### src/rtl/sdram_arb_pkg.sv
// Shared types and size derivations for the multi-port SDRAM arbiter.
package sdram_arb_pkg;

   typedef enum logic [1:0] {IDLE, ISSUE, XFER, END} arb_state_t;

   function automatic int frame_size(input int width, input int height);
      return width * height;
   endfunction

   // PTR_W: enough bits to hold any in-frame word offset
   function automatic int ptr_width(input int fsize);
      return (fsize > 1) ? $clog2(fsize) : 1;
   endfunction

   // One extra bit so a full burst count is representable
   function automatic int beat_cnt_width(input int burst_len);
      return $clog2(burst_len) + 1;
   endfunction

   function automatic int idx_width(input int n);
      return (n > 1) ? $clog2(n) : 1;
   endfunction

endpackage

### src/rtl/round_robin_picker.sv
// Combinational round-robin pick: first requester searching upward from last+1.
module round_robin_picker
   import sdram_arb_pkg::*;
#(
   parameter int NumPorts = 2
) (
   input  logic [NumPorts-1:0]              i_req,
   input  logic [idx_width(NumPorts)-1:0]   i_last,
   output logic [NumPorts-1:0]              o_gnt,
   output logic [idx_width(NumPorts)-1:0]   o_idx,
   output logic                             o_any
);
   localparam int IW = idx_width(NumPorts);

   always_comb begin
      o_gnt = '0;
      o_idx = '0;
      o_any = 1'b0;
      for (int i = 1; i <= NumPorts; i++) begin
         if (!o_any && i_req[(int'(i_last) + i) % NumPorts]) begin
            o_any = 1'b1;
            o_gnt[(int'(i_last) + i) % NumPorts] = 1'b1;
            o_idx = IW'((int'(i_last) + i) % NumPorts);
         end
      end
   end

endmodule

### src/rtl/sdram_port_arbiter.sv
// Round-robin arbiter of burst clients onto one SDRAM controller, with a
// private wrapping frame pointer per port.
module sdram_port_arbiter
   import sdram_arb_pkg::*;
#(
   parameter int NumPorts          = 2,
   parameter int FrameWidth        = 640,
   parameter int FrameHeight       = 480,
   parameter int BurstLengthSDRAM  = 8,
   parameter int PixelBitWidth     = 16,
   parameter int AddressWidthSDRAM = 24
) (
   input  logic                               CLK,
   input  logic                               RST,
   input  logic [NumPorts-1:0]                i_req,
   input  logic [NumPorts-1:0]                i_rd,
   input  logic [NumPorts-1:0]                i_restart,
   input  logic [NumPorts*PixelBitWidth-1:0]  i_wdata,
   output logic [NumPorts-1:0]                o_wready,
   output logic [PixelBitWidth-1:0]           o_rdata,
   output logic [NumPorts-1:0]                o_rvalid,
   output logic [NumPorts-1:0]                o_grant,
   output logic [NumPorts-1:0]                o_done,
   output logic [NumPorts-1:0]                o_err,
   input  logic                               i_sdram_busy,
   input  logic                               i_sdram_valid_wr,
   input  logic                               i_sdram_valid_rd,
   input  logic [PixelBitWidth-1:0]           i_sdram_pixel,
   output logic                               o_sdram_enable,
   output logic                               o_sdram_read,
   output logic [PixelBitWidth-1:0]           o_sdram_pixel,
   output logic [AddressWidthSDRAM-1:0]       o_sdram_addr
);
   localparam int FS = frame_size(FrameWidth, FrameHeight);
   localparam int PW = ptr_width(FS);
   localparam int CW = beat_cnt_width(BurstLengthSDRAM);
   localparam int IW = idx_width(NumPorts);

   arb_state_t                     state, state_nxt;
   logic [IW-1:0]                  last, gidx, pick_idx;
   logic [NumPorts-1:0]            pick_gnt, rst_pend;
   logic                           pick_any, rd_lat, start, beat, full;
   logic [CW-1:0]                  cnt;
   logic [NumPorts-1:0][PW-1:0]    ptr;
   logic [PW:0]                    ptr_sum;

   round_robin_picker #(.NumPorts(NumPorts)) u_pick (
      .i_req  (i_req),
      .i_last (last),
      .o_gnt  (pick_gnt),
      .o_idx  (pick_idx),
      .o_any  (pick_any)
   );

   assign start   = (state == IDLE) && !i_sdram_busy && pick_any;
   assign beat    = (state == XFER) && (rd_lat ? i_sdram_valid_rd : i_sdram_valid_wr);
   assign full    = (cnt == CW'(BurstLengthSDRAM));
   assign ptr_sum = {1'b0, ptr[gidx]} + (PW+1)'(BurstLengthSDRAM);

   always_ff @(posedge CLK) begin
      if (!RST) state <= IDLE;
      else      state <= state_nxt;
   end

   always_comb begin
      state_nxt = state;
      case (state)
         IDLE:    if (start) state_nxt = ISSUE;
         ISSUE:   if (i_sdram_busy) state_nxt = XFER;
         XFER:    if (!i_sdram_busy) state_nxt = END;
         END:     state_nxt = IDLE;
         default: state_nxt = IDLE;
      endcase
   end

   always_ff @(posedge CLK) begin
      if (!RST) begin
         o_grant        <= '0;
         o_done         <= '0;
         o_err          <= '0;
         o_rvalid       <= '0;
         o_rdata        <= '0;
         o_sdram_enable <= 1'b0;
         o_sdram_read   <= 1'b0;
         gidx           <= '0;
         rd_lat         <= 1'b0;
         cnt            <= '0;
         rst_pend       <= '0;
         ptr            <= '0;
         last           <= IW'(NumPorts - 1);
      end else begin
         o_done   <= '0;
         o_err    <= '0;
         o_rvalid <= '0;
         // A restart on the owning port must not race the END pointer update
         rst_pend <= (state == END) ? '0 : (rst_pend | (i_restart & o_grant));
         for (int q = 0; q < NumPorts; q++)
            if (i_restart[q] && !o_grant[q]) ptr[q] <= '0;
         case (state)
            IDLE: if (start) begin
               o_grant        <= pick_gnt;
               gidx           <= pick_idx;
               rd_lat         <= i_rd[pick_idx];
               o_sdram_read   <= i_rd[pick_idx];
               o_sdram_enable <= 1'b1;
               cnt            <= '0;
            end
            ISSUE: if (i_sdram_busy) begin
               o_sdram_enable <= 1'b0;
               o_sdram_read   <= 1'b0;
            end
            XFER: begin
               if (beat && !full) cnt <= cnt + 1'b1;
               if (rd_lat && i_sdram_valid_rd) begin
                  o_rdata  <= i_sdram_pixel;
                  o_rvalid <= o_grant;
               end
            end
            END: begin
               if (full) o_done <= o_grant;
               else      o_err  <= o_grant;
               if (rst_pend[gidx] || i_restart[gidx]) ptr[gidx] <= '0;
               else if (full) ptr[gidx] <= (ptr_sum == (PW+1)'(FS)) ? '0 : ptr_sum[PW-1:0];
               o_grant <= '0;
               last    <= gidx;
            end
            default: ;
         endcase
      end
   end

   assign o_wready      = (state == XFER && !rd_lat && i_sdram_valid_wr) ? o_grant : '0;
   assign o_sdram_pixel = (state == XFER && !rd_lat) ?
                          i_wdata[int'(gidx)*PixelBitWidth +: PixelBitWidth] : '0;
   assign o_sdram_addr  = (state == ISSUE) ?
                          AddressWidthSDRAM'(int'(gidx) * FS) + AddressWidthSDRAM'(ptr[gidx]) : '0;

endmodule
### config.mk
export PLATFORM = sky130hd
export DESIGN_NAME = sdram_port_arbiter
export DESIGN_NICKNAME = d
export VERILOG_FILES = /design/src/rtl/sdram_arb_pkg.sv /design/src/rtl/round_robin_picker.sv /design/src/rtl/sdram_port_arbiter.sv
export SDC_FILE = /design/constraint.sdc
export NUM_CORES = 1
export LEC_CHECK = 0
export ABC_CLOCK_PERIOD_IN_PS = 5700
export CORE_ASPECT_RATIO = 1.5
export CORE_UTILIZATION = 53
export CTS_BUF_LIST = sky130_fd_sc_hd__clkbuf_8
export DETAILED_ROUTE_END_ITERATION = 8
export GPL_TIMING_DRIVEN = 0
export HOLD_SLACK_MARGIN = 0.15
export PLACE_DENSITY = 0.95
export SLEW_MARGIN = 20
export SYNTH_ARGS = -nofsm -noshare
export SYNTH_HDL_FRONTEND = slang
export SYNTH_SLANG_ARGS = --single-unit
### constraint.sdc
create_clock -name CLK -period 5.7 [get_ports CLK]
set_input_delay 1.425 -clock CLK [delete_from_list [all_inputs] [get_ports CLK]]
set_output_delay 1.425 -clock CLK [all_outputs]
set_load 0.05 [all_outputs]
Word-level counts from Yosys, hierarchy flattened
Cells that the tools add are included.
{"block": "word_totals", "regBits": 75, "inputBits": 59, "output_inout_bits": 68, "elab_cells": 134}
{"block": "op_classes", "n_addsub": 5, "n_mul": 1, "order_cmp": 7, "n_eq_ne": 9, "n_shift": 1, "mux": 53, "bitwise": 9, "reduce_logical": 34}
{"op": "two-way mux 19 bit", "count": 8}
{"op": "two-way mux 38 bit", "count": 3}
{"op": "AND 38 bit", "count": 1}
{"op": "bitwise mux 38 bit", "count": 1}
{"op": "inverter 38 bit", "count": 1}
{"op": "indexed part select 32 x 6 -> 16 bit", "count": 1}
{"op": "two-way mux 1 bit", "count": 22}
{"op": "adder 20 x 19 -> 21 bit", "count": 1}
{"op": "two-way mux 21 bit", "count": 1}
{"op": "adder 19 x 4 -> 20 bit (second input constant)", "count": 1}
{"op": "equality test 20 x 19 -> 1 bit (second input constant)", "count": 1}
{"op": "demux 19 bit (select 1 bit)", "count": 1}
{"op": "two-way mux 16 bit", "count": 1}
{"op": "AND reduction 3 bit", "count": 5}
{"op": "two-way mux 2 bit", "count": 7}
{"op": "logical AND 1 bit", "count": 13}
{"op": "multiplier 1 x 7 -> 8 bit (second input constant)", "count": 1}
{"op": "two-way mux 4 bit", "count": 2}
{"op": "inequality test 2 bit (second input constant)", "count": 4}
{"op": "one-hot mux 2 bit (4 select lines)", "count": 1}
{"op": "one-hot mux 4 bit (2 select lines)", "count": 1}
{"op": "logical NOT 1 bit", "count": 6}
{"op": "less-than comparator 2 x 3 -> 1 bit (second input constant)", "count": 2}
{"op": "AND reduction 2 bit", "count": 3}
{"op": "other kinds (20)", "count": 31}

Logic depth before layout (Yosys ltp)
{"block": "logic_depth", "word_depth": 13, "mapped_depth": 14, "depth_no_buf": 11}

By module
A second synthesis with hierarchy kept.
{"block": "unflattened", "cells_unflattened": 572, "area_unflattened_um2": 4608.2}
{"module": "sdram_port_arbiter", "n_inst": 1, "cells_each": 567, "area_each_um2": 4575.6}
{"module": "round_robin_picker", "n_inst": 1, "cells_each": 5, "area_each_um2": 32.5}

Least setup slack after synthesis
No wires, ideal clock.
{"block": "synth_path", "path_kind": "reg2out", "start": "register gidx", "end": "output o_sdram_addr[17]", "t_arrival_ps": 3352, "setup_slack_ps": 923, "path_stages_with_launch": 14, "n_path_buf": 4, "cell_sequence": "dfxtp_1 buf_6 buf_6 buf_2 buf_1 mux2i_1 inv_1 ha_1 a21o_1 and2_1 a21oi_1 nor2_1 xor2_1 nor2_1"}
{"block": "synth_via", "elab_chain_cells": 4, "elab_cells_between_ends": 5, "cone_classes": "1 x add/sub; 1 x mul; 3 x mux"}
{"item": "start, declared", "line": "sdram_port_arbiter.sv:40", "source": "logic [IW-1:0] last, gidx, pick_idx;"}
{"item": "start signal, assigned", "line": "sdram_port_arbiter.sv:102", "source": "gidx <= pick_idx;"}
{"item": "parallel branches: the longest is 2 deep, another holds multiplier 1 x 7 -> 8 bit"}
{"item": "adder 20 x 19 -> 21 bit *", "line": "sdram_port_arbiter.sv:136", "source": "AddressWidthSDRAM'(int'(gidx) * FS) + AddressWidthSDRAM'(ptr[gidx]) : '0;"}
{"item": "two-way mux 21 bit *", "line": "sdram_port_arbiter.sv:135", "source": "assign o_sdram_addr = (state == ISSUE) ?"}
{"item": "end, declared", "line": "sdram_port_arbiter.sv:32", "source": "output logic [AddressWidthSDRAM-1:0] o_sdram_addr"}
Every way passes the cells marked *. The select of a mux whose other input is x is not followed.

Worst setup path after layout
{"block": "layout_path", "start": "register gidx", "end": "output o_sdram_addr[19]"}
The elaborated chain is that of the path after synthesis.

==> out/metrics.cfg <==
[critical_path]
regToRegStartpoint=gidx
cp.arrival_ns=4.02
crit_buf_inv=5
rr_endpoint=ptr[3]
path_depth=13
worstPathRequired_ns=4.28
start_kind=flip-flop
crit_start=gidx
path_max_fanout=19
cp-end-kind=output pin
cpMaxStageDelayCell=clkdlybuf4s50_1
crit_path_cell_trace=buf_6, buf_6, buf_2, mux2i_1, inv_1, ha_1, a21o_1, and2_1, a21oi_1, nor3b_1, nor2_1, nor2_1, clkdlybuf4s50_1
critical_path.max_stage_delay_ns=0.81
worstSetupPathType=flip-flop to output pin
cp_top_family=buffers and inverters
r2r.worst_path.cells=12
crit_end=o_sdram_addr[19]
rrSetupSlack_ns=1.70

[run]
cap_viol_max_count=0

[power_and_ir_drop]
power.density_nw_per_um2=256
ir_worst_vdd_mv=0.178
p_leak_nw=2.19
power_frac_clock_pct=28.8
switching_share_pct=37.0
total_power_mw=1.47
comb_power_share_pct=32.7
internal-power_mw=0.928
pwr-share-seq_pct=38.5
switchingPower_mw=0.546

[timing]
slew_headroom_pct=36.1
finClkSkew_ns=0.00939
hold_viol=0
setup_viol=0
rsz0062_at_grt=no
fmax_mhz=184
fin_crit_ns=5.44
hold_ws_ns=0.470
finalCritPeriodShare_pct=95.5
final-max-slew-violation-count=0
layout_setup_ws_ns=0.257
worstMarginPinSlew_ns=0.956

[route]
viasPerCell=5.88
routed_wirelength_um=12900
drt_iter0_drc=317
ant_nets=0
firstDrtPassIters=5
wl_per_cell_um=17.3
dr_total_vias=4387
post-route-drc-count=0

[clocking]
numCtsBuffers=9
cts.sinks=75
postCtsSetupBuffers=0
root_buffer=clkbuf_8
clk-insertion-delay-late_ns=0.37
cts_tree=yes
clk_pin_slew_ns=0.08
cts_buffer_depth=2
htree_num_levels=3

[die]
die_w_um=74.6
ios=127
die_area_um2=8270
start_util_pct=55.0
fp-row-count=39
core_um2=7610
fp.dieH_um=111

[global_routing]
grt_overflow=0
grt_pass1_wl_um=19900
grt_max_degree=20
grt_pass1_vias=4491
antenna_found_initial=0
grt_use_total_pct=31.3

[synth]
synthDistinctLibCells=58
synthFlopType=dfxtp_1
syn_area_um2=4190
async_flop_share_pct=0
synth_seq_cells=75
ys_warn_count=0
postSynthCellCount=504
syn_area_per_cell_um2=8.31
seq_area_frac_synth_pct=35.8
synth_edf_count=0

[hold_path]
hold_class=flip-flop to flip-flop

[cells_and_area]
finish.cell_count_without_fillers=746
layout_common_cells=clkdlybuf4s50_1 (120), dfxtp_1 (75), nor2_1 (69)
drive_gt1_share_pct=5.90
final_common_cell=clkdlybuf4s50_1
syn2layout_area_growth_pct=37.3
layout.nets=711
antenna_cells=0

[placement]
pre_cts_ws_ns=-0.000702
dp.cells=731
gp_congestion=0.947
post-dp-hpwl_um=9790
port_buffers=122

[status]
status=complete, no violations

worst reg2reg max path: stages (launching register included):
cell	delay [ns]
dfxtp_1	0.52
buf_6	0.21
buf_6	0.15
buf_2	0.43
mux2_2	0.41
ha_1	0.34
or4_1	0.52
nor3_1	0.27
nand4bb_1	0.20
nor2_1	0.22
nand4b_4	0.16
and2_4	0.20
mux2_2	0.26
sequential cells by signal, summed over array words and instances (netlist names):
name,cells
o_sdram_read,1
o_grant,2
rd_lat,1
last,1
cnt,4
ptr,38
o_done,2
o_rvalid,2
gidx,1
o_sdram_enable,1
rst_pend,2
state,2
o_rdata,16
o_err,2
synth_stat cells, drive strengths merged (2+ instances only):
cell    number  area [um2]
a21oi       44         220
nor2        69         259
o21ai       16        80.1
a32oi        2        17.5
and3         9        56.3
or3          4        25.0
a21o         3        22.5
a22oi        3        22.5
nand4       10        68.8
dfxtp       75        1500
nor3b        2        15.0
xnor2       14         130
xor2         6        52.6
nor3         6        30.0
and2        11        73.8
a31o         2        17.5
a22o        23         201
mux2i       34         340
clkinv       2        7.51
a31oi        2        12.5
mux2         7        78.8
buf         15        88.8
clkbuf      15        56.3
nand2       59         221
nand4b       5        65.1
nand3b       2        15.0
nand2b       3        18.8
inv         14        52.6
nor2b        7        43.8
nand3        6        30.0
a311oi       7        61.3
ha          12         150
layout make-up:
cell class                      count  area [um2]
Buffer                             29         141
Timing Repair Buffer              122        1230
Clock buffer                       10         138
Multi-Input combinational cell    386        2490
Inverter                           16        60.1
Tap cell                          102         128
Fill cell                         531        1860
Clock inverter                      6        65.1
Sequential cell                    75        1500
power groups by stage:
stage                     clock network, mW  logic [mW]  registers [mW]
after floorplan                           0       0.283           0.596
after global placement                    0       0.461           0.574
after detailed placement                  0       0.476           0.577
after CTS                             0.421       0.477           0.566
after global routing                  0.441       0.513           0.569
final                                 0.425       0.481           0.568
per-layer routing:
metal	up-vias	wire, um	track usage, %
met5	-	0	0
met4	0	806	23.8
met3	76	971	6.45
met2	257	6620	55.2
met1	2019	4480	30.2
li1	2035	-	-
timing repair:
item / 4_1_cts / 5_1_grt
hold buffers: 0 / 0
hold endpoints to repair: 0 / 0
gates cloned: 0 / 0
gates resized for setup: 0 / 2
endpoints found under the setup margin: 5 / 2
cell families after synthesis:
kind of cell             synth area share (%)
buffers and inverters                    4.90
adder cells (fa/ha/maj)                  4.06
AND/OR/NAND/NOR                          23.0
flip-flops                               35.8
XOR/XNOR                                 4.36
multiplexers                             10.0
other                                  0.0895
AO/OA/AOI/OAI                            17.8
through the flow:
stage          instance area, um2  utilization (%)  setup TNS, ns
2_1_floorplan                4200                -              0
3_3_place_gp                 5550             72.9              0
3_5_place_dp                 5550             72.9      -0.000702
4_1_cts                      5750             75.5              0
5_1_grt                      5750             75.6              0
6_report                     5750             75.6              0
worst min-delay path by stage:
stage | startpoint | to | slack (ns) | depth (start not counted)
2_1_floorplan | ptr[19] | ptr[19] | 0.43 | 1
3_3_place_gp | ptr[19] | ptr[19] | 0.44 | 1
3_5_place_dp | o_rdata[14] | o_rdata[14] | 0.45 | 2
4_1_cts | ptr[0] | ptr[0] | 0.47 | 1
5_1_grt | ptr[0] | ptr[0] | 0.48 | 1
6_report | o_rdata[13] | o_rdata[13] | 0.47 | 2
Note: power is estimated with default switching activity, not from simulation.
